File: config.mk
export PLATFORM = sky130hd
export DESIGN_NAME = shf_left_arbiter
export DESIGN_NICKNAME = d
export VERILOG_FILES = /design/src/rtl/shf_left_arbiter_pkg.sv /design/src/rtl/shf_left_arbiter_rr_arb.sv /design/src/rtl/shf_left_arbiter_shf_left.sv /design/src/rtl/shf_left_arbiter.sv
export SDC_FILE = /design/constraint.sdc
export NUM_CORES = 1
export LEC_CHECK = 0
export CORE_MARGIN = 2
export CORE_UTILIZATION = 34
export DETAILED_ROUTE_END_ITERATION = 12
export GPL_TIMING_DRIVEN = 0
export PLACE_DENSITY = 0.67
export RECOVER_POWER = 25
export SLEW_MARGIN = 10
export SYNTH_ARGS = -nofsm -noshare
export SYNTH_HDL_FRONTEND = slang
export SYNTH_SLANG_ARGS = --single-unit
File: constraint.sdc
create_clock -name i_clk -period 6.84 [get_ports i_clk]
set_clock_uncertainty 0.05 [all_clocks]
set_input_delay 1.368 -clock i_clk [delete_from_list [all_inputs] [get_ports i_clk]]
set_output_delay 1.368 -clock i_clk [all_outputs]
set_load 0.01 [all_outputs]
File: src/rtl/shf_left_arbiter_pkg.sv
// ---------------------------------------------------------------------------
// shf_pkg
// Shared definitions for the left-shifter arbiter slice of FPU_COMMON.
//   SHF_NUM_REQ_MAX : largest supported number of requesters
//   shf_id_w(n)     : tag width needed to name n requesters (at least 1 bit)
//   shf_req_t       : {data, shift} pair a requester packs into its slice
// ---------------------------------------------------------------------------
package shf_pkg;

  localparam int SHF_NUM_REQ_MAX    = 8;
  localparam int SHF_SIZE_DATA_DEF  = 32;
  localparam int SHF_SIZE_SHIFT_DEF = 5;

  // A single requester still needs a 1-bit tag so ports never collapse to zero width.
  function automatic int shf_id_w(input int n);
    return (n <= 2) ? 1 : $clog2(n);
  endfunction

  typedef struct packed {
    logic [SHF_SIZE_DATA_DEF-1:0]  data;
    logic [SHF_SIZE_SHIFT_DEF-1:0] shift;
  } shf_req_t;

endpackage

File: src/rtl/shf_left_arbiter_rr_arb.sv
// ---------------------------------------------------------------------------
// shf_rr_arb
// Combinational round-robin priority picker, shared by FPU_COMMON resources.
// Ports:
//   valid : request vector
//   ptr   : requester with highest priority this cycle (must be < N)
//   grant : one-hot grant, zero when nothing is valid
//   idx   : encoded index of the granted requester (0 when none)
//   any   : some requester is granted
// ---------------------------------------------------------------------------
module shf_rr_arb #(
  parameter int N    = 4,
  parameter int ID_W = 2
) (
  input  logic [N-1:0]    valid,
  input  logic [ID_W-1:0] ptr,
  output logic [N-1:0]    grant,
  output logic [ID_W-1:0] idx,
  output logic            any
);

  // Walk the requesters starting at ptr and wrapping; the first valid one wins.
  always_comb begin : pick
    logic found;
    found = 1'b0;
    grant = '0;
    idx   = '0;
    for (int off = 0; off < N; off++) begin
      for (int k = 0; k < N; k++) begin
        if (!found && valid[k] && (k == ((int'(ptr) + off) % N))) begin
          found    = 1'b1;
          grant[k] = 1'b1;
          idx      = ID_W'(k);
        end
      end
    end
    any = found;
  end

endmodule

File: src/rtl/shf_left_arbiter_shf_left.sv
// ---------------------------------------------------------------------------
// SHF_left
// Combinational logical left barrel shifter, zero fill.
// Ports:
//   data   : operand
//   shift  : shift amount (0 passes data through)
//   result : data << shift, bits past the MSB are dropped
//   lost   : (SHF_ARB_FLAGS_EN only) a 1 bit was shifted out past the MSB
// Optional feature macro: SHF_ARB_FLAGS_EN
// ---------------------------------------------------------------------------
module SHF_left #(
  parameter int SIZE_DATA  = 32,
  parameter int SIZE_SHIFT = 5
) (
  input  logic [SIZE_DATA-1:0]  data,
  input  logic [SIZE_SHIFT-1:0] shift,
  output logic [SIZE_DATA-1:0]  result
`ifdef SHF_ARB_FLAGS_EN
  ,
  output logic                  lost
`endif
);

  assign result = data << shift;

`ifdef SHF_ARB_FLAGS_EN
  // Only the low (SIZE_DATA - shift) bits survive; any 1 above them is lost.
  // A mask avoids a double-width shift that could itself overflow for
  // shift amounts approaching 2*SIZE_DATA.
  logic [SIZE_DATA-1:0] keep;
  assign keep = {SIZE_DATA{1'b1}} >> shift;
  assign lost = |(data & ~keep);
`endif

endmodule

File: src/rtl/shf_left_arbiter.sv
// ---------------------------------------------------------------------------
// shf_left_arbiter
// Shares one SHF_left barrel shifter between NUM_REQ normalization
// requesters. Round-robin grant, one request per cycle, registered result
// returned on a single valid/ready channel tagged with the requester index.
// Ports:
//   i_clk, i_rst    : clock (rising edge), synchronous active-high reset
//   i_req_valid     : per-requester request valid
//   o_req_ready     : per-requester accept (one-hot or zero)
//   i_req_data      : packed operands, requester k in slice k
//   i_req_shift     : packed shift amounts, requester k in slice k
//   o_rsp_valid     : response valid
//   i_rsp_ready     : downstream accept
//   o_rsp_data      : shifted result
//   o_rsp_id        : requester that produced o_rsp_data
//   o_busy          : response pending or any request valid
//   o_rsp_zero      : (SHF_ARB_FLAGS_EN) result is zero
//   o_rsp_lost      : (SHF_ARB_FLAGS_EN) a 1 bit was shifted out
// Optional feature macro: SHF_ARB_FLAGS_EN
// ---------------------------------------------------------------------------
module shf_left_arbiter
  import shf_pkg::*;
#(
  parameter  int NUM_REQ    = 4,
  parameter  int SIZE_DATA  = 32,
  parameter  int SIZE_SHIFT = 5,
  localparam int ID_W       = shf_id_w(NUM_REQ)
) (
  input  logic                          i_clk,
  input  logic                          i_rst,
  input  logic [NUM_REQ-1:0]            i_req_valid,
  output logic [NUM_REQ-1:0]            o_req_ready,
  input  logic [NUM_REQ*SIZE_DATA-1:0]  i_req_data,
  input  logic [NUM_REQ*SIZE_SHIFT-1:0] i_req_shift,
  output logic                          o_rsp_valid,
  input  logic                          i_rsp_ready,
  output logic [SIZE_DATA-1:0]          o_rsp_data,
  output logic [ID_W-1:0]               o_rsp_id,
  output logic                          o_busy
`ifdef SHF_ARB_FLAGS_EN
  ,
  output logic                          o_rsp_zero,
  output logic                          o_rsp_lost
`endif
);

  logic                  out_valid;
  logic [SIZE_DATA-1:0]  rsp_data;
  logic [ID_W-1:0]       rsp_id;
  logic [ID_W-1:0]       rr_ptr;
  logic [ID_W-1:0]       ptr_next;

  logic [NUM_REQ-1:0]    grant;
  logic [ID_W-1:0]       gidx;
  logic                  any_grant;
  logic                  can_load;
  logic                  xfer;
  logic [SIZE_DATA-1:0]  sel_data;
  logic [SIZE_SHIFT-1:0] sel_shift;
  logic [SIZE_DATA-1:0]  shifted;

  shf_rr_arb #(
    .N    (NUM_REQ),
    .ID_W (ID_W)
  ) u_arb (
    .valid (i_req_valid),
    .ptr   (rr_ptr),
    .grant (grant),
    .idx   (gidx),
    .any   (any_grant)
  );

  // Grant is one-hot, so an OR-style mux over the slices picks the operand.
  always_comb begin
    sel_data  = '0;
    sel_shift = '0;
    for (int k = 0; k < NUM_REQ; k++) begin
      if (grant[k]) begin
        sel_data  = i_req_data[k*SIZE_DATA +: SIZE_DATA];
        sel_shift = i_req_shift[k*SIZE_SHIFT +: SIZE_SHIFT];
      end
    end
  end

`ifdef SHF_ARB_FLAGS_EN
  logic shf_lost;
  logic rsp_zero;
  logic rsp_lost;

  SHF_left #(
    .SIZE_DATA  (SIZE_DATA),
    .SIZE_SHIFT (SIZE_SHIFT)
  ) u_shf (
    .data   (sel_data),
    .shift  (sel_shift),
    .result (shifted),
    .lost   (shf_lost)
  );
`else
  SHF_left #(
    .SIZE_DATA  (SIZE_DATA),
    .SIZE_SHIFT (SIZE_SHIFT)
  ) u_shf (
    .data   (sel_data),
    .shift  (sel_shift),
    .result (shifted)
  );
`endif

  // The output slot can take a new result when empty or being drained this
  // cycle, which gives back-to-back results without a bubble.
  assign can_load    = ~out_valid | i_rsp_ready;
  assign xfer        = can_load & any_grant & ~i_rst;
  assign o_req_ready = xfer ? grant : '0;

  // Priority moves to the requester after the one just served.
  always_comb begin
    ptr_next = gidx + ID_W'(1);
    if (gidx == ID_W'(NUM_REQ - 1)) begin
      ptr_next = '0;
    end
  end

  // Output register and round-robin pointer; a reset drops any pending result.
  always_ff @(posedge i_clk) begin
    if (i_rst) begin
      out_valid <= 1'b0;
      rsp_data  <= '0;
      rsp_id    <= '0;
      rr_ptr    <= '0;
    end else if (xfer) begin
      out_valid <= 1'b1;
      rsp_data  <= shifted;
      rsp_id    <= gidx;
      rr_ptr    <= ptr_next;
    end else if (i_rsp_ready) begin
      out_valid <= 1'b0;
    end
  end

`ifdef SHF_ARB_FLAGS_EN
  // Flags travel with the data so they always describe o_rsp_data.
  always_ff @(posedge i_clk) begin
    if (i_rst) begin
      rsp_zero <= 1'b0;
      rsp_lost <= 1'b0;
    end else if (xfer) begin
      rsp_zero <= (shifted == '0);
      rsp_lost <= shf_lost;
    end
  end

  assign o_rsp_zero = rsp_zero;
  assign o_rsp_lost = rsp_lost;
`endif

  assign o_rsp_valid = out_valid;
  assign o_rsp_data  = rsp_data;
  assign o_rsp_id    = rsp_id;
  assign o_busy      = out_valid | (|i_req_valid);

endmodule

**After elaboration in Yosys (flattened, before gate mapping)**

Cells that the tools add are included.

- $add $sub $neg: 4
- Equality and inequality tests: 13
- Shifts and indexed selects: 1
- Mux-type cells: 58
- Bitwise gates (word level): 9
- Reductions and logical operators: 55

Operators by type and width:

| operator | number |
|---|---|
| zero test 32 bit | 4 |
| two-way mux 32 bit | 4 |
| two-way mux 1 bit | 34 |
| << shifter 32 x 5 -> 32 bit | 1 |
| logical AND 1 bit | 31 |
| two-way mux 2 bit | 15 |
| two-way mux 5 bit | 4 |
| == test 3 bit (first input constant) | 6 |
| zero test 1 bit | 15 |
| == test 2 x 3 -> 1 bit (first input constant) | 3 |
| OR reduction 2 bit | 3 |
| adder 2 x 1 -> 2 bit (second input constant) | 2 |
| adder 2 bit (second input constant) | 2 |
| == test 2 bit (first input constant) | 2 |
| two-way mux 4 bit | 1 |
| OR reduction 4 bit | 1 |
| bitwise AND 1 bit (first input constant) | 3 |
| bitwise AND 1 bit | 2 |
| == test 1 x 2 -> 1 bit (first input constant) | 1 |
| == test 2 bit (second input constant) | 1 |
| NOT 1 bit | 2 |
| bitwise OR 1 bit | 2 |
| nonzero test 2 bit | 1 |

- Bits in registers: 37
- Bits of input ports: 155
- Output and inout port bits: 40
- Logic and storage cells: 144

**Logic depth before layout (Yosys ltp)**

Gate-level depths: netlist of run 1.

- Depth in word-level cells: 66
- Gate-level depth with buffers: 14

**Hierarchy**

From an unflattened synthesis of run 1, not the netlist that was laid out.

- Cells, all modules: 519
- Area, all modules: 4142.7 µm²

By module, submodules not included:

| module | instances | cells each | area an instance (µm²) | sequential area each (µm²) |
|---|---|---|---|---|
| shf_left_arbiter | 1 | 316 | 2269.7 | 740.7 |
| SHF_left | 1 | 176 | 1724.2 | 0.0 |
| shf_rr_arb | 1 | 27 | 148.9 | 0.0 |

**Least setup slack after synthesis of run 1**

OpenSTA, ideal clock, no wires.

- Path type: input to output
- From: input port i_req_valid[1]
- To: output port o_req_ready[0]
- Data arrival time: 2.836 ns
- Data required time: 5.422 ns
- Slack: 2.586 ns
- Cell stages on the path: 6
- Path through: buf_2 nor4_1 or3_1 clkbuf_1 buf_1 nor2_1

- Longest elaborated chain between the ends: 62

RTL lines:

| what | line | source |
|---|---|---|
| start, declared | shf_left_arbiter.sv:31 | `input logic [NUM_REQ-1:0] i_req_valid,` |
| logical AND 1 bit (2 in a row) | shf_left_arbiter_rr_arb.sv:30 | `if (!found && valid[k] && (k == ((int'(ptr) + off) % N))) begin` |
| two-way mux 1 bit | shf_left_arbiter_rr_arb.sv:30 |  |
| zero test 1 bit | shf_left_arbiter_rr_arb.sv:30 |  |
| logical AND 1 bit (2 in a row) | shf_left_arbiter_rr_arb.sv:30 |  |
| two-way mux 1 bit | shf_left_arbiter_rr_arb.sv:30 |  |
| zero test 1 bit | shf_left_arbiter_rr_arb.sv:30 |  |
| logical AND 1 bit (2 in a row) | shf_left_arbiter_rr_arb.sv:30 |  |
| two-way mux 1 bit | shf_left_arbiter_rr_arb.sv:30 |  |
| (+40 left out) | - |  |
| zero test 1 bit | shf_left_arbiter_rr_arb.sv:30 |  |
| logical AND 1 bit (2 in a row) | shf_left_arbiter_rr_arb.sv:30 |  |
| two-way mux 1 bit | shf_left_arbiter_rr_arb.sv:30 |  |
| zero test 1 bit | shf_left_arbiter_rr_arb.sv:30 |  |
| logical AND 1 bit (2 in a row) | shf_left_arbiter_rr_arb.sv:30 |  |
| two-way mux 1 bit | shf_left_arbiter_rr_arb.sv:30 |  |
| bitwise AND 1 bit (2 in a row) | shf_left_arbiter.sv:113 | `assign xfer = can_load & any_grant & ~i_rst;` |
| two-way mux 4 bit (*) | shf_left_arbiter.sv:114 | `assign o_req_ready = xfer ? grant : '0;` |
| end, declared | shf_left_arbiter.sv:32 | `output logic [NUM_REQ-1:0] o_req_ready,` |

Every way passes the cells marked *; elsewhere a longest branch is shown, timed or not.

**Worst setup path in the final report of run 1**

- From: input port i_req_valid[1]
- To: output port o_req_ready[2]

The elaborated chain is that of the path after synthesis.

==> impl_metrics.toml, run 1 <==
[flow_run]
max_capacitance_violation_total = 0

[timing]
finalWorstPathRequiredPeriod_ns = 5.92
final.setup.worst_slack_ns = 0.917
rsz0062_at_grt = "false"
least_margin_pin_slew_ns = 1.14
timing.setup.tns_ns = 0
max_slew_margin_pct = 23.2
hold_violations = 0
fin_crit_sh_pct = 86.6
report.final.slew_viol_count = 0
max_freq_mhz = 169
setup_viol_count_final = 0

[routing]
detailedRoute.firstPassIterationCount = 6
drt_first_iter_violations = 507
drt-wirelength-per-cell_um = 21.5
vias = 5597
drcViolationCount = 0
wirelength_um = 20100
vias_per_cell = 5.99
postRouteAntennaNets = 0

[power]
powerDensity_nw_per_um2 = 219
p_leak_nw = 2.49
vdd.ir_drop.worst_mv = 0.153

[grt]
via_count_of_the_first_global_routing_pass = 5347
grt_antenna_before_repair = 0
globalRoute.totalOverflow = 0
first_pass_grt_wire_length_um = 30300
grt_max_degree = 13
grt.total_usage_pct = 29.4

[place]
buffer_ports.inserted = 191
dp_cell_count = 927
worst_case_setup_slack_after_placement_ns = 0.828
hpwlAfterDp_um = 16600
dpl-instance-area_um2 = 6370
globalplace.congestion = 0.934

[clock_network]
cts_made_buffers = 5
worstSkewPairLatency_ns = 0.28
tritoncts = "yes"
post_cts.resized_instances = 0
clock_tree.root_cell = "clkbuf_16"
h-tree-depth = 2
clk_pin_slew_worst_paths_ns = 0.05
cts_max_path_buffers = 2
cts.hold.buffers_added = 0
post_cts_buffers = 0
clock_sinks = 37

[yosys]
net_count_synth = 723
synth-edff-count = 0
synth-main-ff-cell = "dfxtp_1"
synthesized_netlist_cell_count = 568
synth_top_area_share_pct = 17.4
yosys_warnings = 0
yosys_register_bits = 37
synth_most_common_cell = "mux2i_1"
ys_top_cells_by_area = "dfxtp_1, mux2i_1, a22oi_1, nor2_1, nor3_1"
synth_largest_area_cell = "dfxtp_1"
synthesized_area_per_cell_um2 = 7.49
async_reset_ff_share_pct = 0
cell_area_after_synthesis_um2 = 4250
synth_seq_area_share_pct = 17.4
synth.cells.most_frequent = "mux2i_1, nor2_1, nand2_1"
synth.distinct_cells = 64

[floorplan]
initial_utilization_pct = 35.1
rows = 40
die-height_um = 116
core-area_um2 = 12100
die-area_um2 = 13400
design.portCount = 195
fp.dieW_um = 116

[cells_and_area]
layout-area-overhead-vs-synth_pct = 54.4
layout.cells.non_filler = 935
diodes_inserted = 0
num-nets-final = 921
post-route-util_pct = 54.2
layout.cell_area.non_filler_um2 = 6570
drive_gt1_share_pct = 9.13

[setup_path]
r2r-start = "rr_ptr[1]"
timing.critical_path.fanout_max = 10
regToRegEndpoint = "o_rsp_data[30]"
endpoint_kind = "output pin"
cp.arrival_ns = 4.50
critical-path-top-cell-by-count = "clkdlybuf4s50_1"
worst-path-stages = 8
critical_path.cell_chain = "clkdlybuf4s50_1 > buf_2 > nor4_1 > or3_1 > clkbuf_1 > buf_1 > a21oi_1 > clkdlybuf4s50_1"
reg2regPathDepth = 11
worst_setup_path_start_kind = "primary input"
critical_path_class = "in2out"
sum_of_buffers_and_inverters_on_the_critical_path = 5
cp_slowest_cell = "nor4_1"
reg2reg_slack_ns = 2.99
worst_ep_required_time_ns = 5.42
worst_path_largest_cell_delay_ns = 0.63
critical-path-top-delay-family = "buffers and inverters"

[worst_hold_path]
hold-path-cell-count = 2
hold_path.class = "reg2reg"
min_from = "o_rsp_data[13]"
holdPathEnd = "o_rsp_data[13]"

[status]
status = "finished clean"
-- registers in the layout, summed over array words and instances (netlist names) --
register,cells
o_rsp_data,32
o_rsp_valid,1
o_rsp_id,2
rr_ptr,2
-- how the worst max path moves through the flow --
stage                           to           start  slack, ns
finish              o_req_ready[2]  i_req_valid[1]       0.92
global route        o_req_ready[0]  i_req_valid[1]       0.68
CTS                 o_req_ready[0]  i_req_valid[1]       0.82
detailed placement  o_req_ready[2]  i_req_valid[1]       0.83
global placement    o_req_ready[2]  i_req_valid[1]       0.85
floorplan           o_req_ready[0]  i_req_valid[1]       2.59
-- cell type report --
cell class              count  area [um^2]
plain buffers              57          303
clock buffers               5          125
clock inverters             3         65.1
fillers                  1238         5550
inverters                   7         26.3
multi-input cells         467         3180
flip-flops and latches     37          741
well taps                 168          210
repair buffers            191         1910
-- power by group --
| group | leakage [nW] | internal [mW] | total (mW) | switching [mW] |
|---|---|---|---|---|
| sequential | 0.303 | 0.253 | 0.273 | 0.0201 |
| clock | 0.0938 | 0.208 | 0.293 | 0.0853 |
| combinational | 2.10 | 0.384 | 0.870 | 0.487 |
| total | 2.49 | 0.845 | 1.44 | 0.592 |
-- worst register-to-register path, stage by stage, from the launching register on --
cell and delay (ns):
dfxtp_1 0.47, buf_6 0.19, o2bb2ai_2 0.12, a22o_1 0.19, buf_6 0.14, a22oi_1 0.08
a211oi_1 0.76, mux2i_1 0.27, o21ai_0 0.95, o22ai_1 0.15, nor2_1 0.24, a221o_1 0.18
-- layout by cell type (no fill, tap or decap), types with 16 or more instances in the layout --
cell type        count
a22oi_1             37
nor2_1              51
buf_2               20
o21ai_0             30
mux2_2              16
nor3_1              37
clkdlybuf4s50_1    172
dfxtp_1             37
a21oi_1             24
clkbuf_1            21
mux2i_1             52
dlygate4sd3_1       19
nand2_1             44
-- cells by family (layout without fill, tap and decap cells) --
logic type,after synthesis,in the layout,synth area share [%]
flops,37,37,17.4
compound gates,217,217,37.8
mux,72,72,17.9
simple gates,178,178,19.1
buf+inv,64,263,7.74
-- metal layers --
| layer | GRT usage (%) | part of all wire (%) | up-vias |
|---|---|---|---|
| met5 | 0 | 0 | - |
| met4 | 4.60 | 1.7 | 0 |
| met3 | 4.13 | 7.8 | 24 |
| met2 | 48.1 | 46 | 306 |
| met1 | 42.0 | 45 | 2659 |
| li1 | - | - | 2608 |
-- per-stage QoR --
stage	power, mW	hold WS (ns)
after floorplan	0.788	0.431
after global placement	1.14	0.401
after detailed placement	1.14	0.413
after CTS	1.44	0.423
after global routing	1.52	0.436
final	1.44	0.413
Power figures use the tool's default switching activity.
==> run 2, diff against run 1 <==
--- a/config.mk
+++ b/config.mk
@@ -7,6 +7,7 @@
 export LEC_CHECK = 0
 export CORE_MARGIN = 2
 export CORE_UTILIZATION = 34
+export CTS_CLUSTER_SIZE = 14
 export DETAILED_ROUTE_END_ITERATION = 12
 export GPL_TIMING_DRIVEN = 0
 export PLACE_DENSITY = 0.67
==> results of run 2 <==
Same layout as run 1: the final DEF is identical, and so are final timing and power.
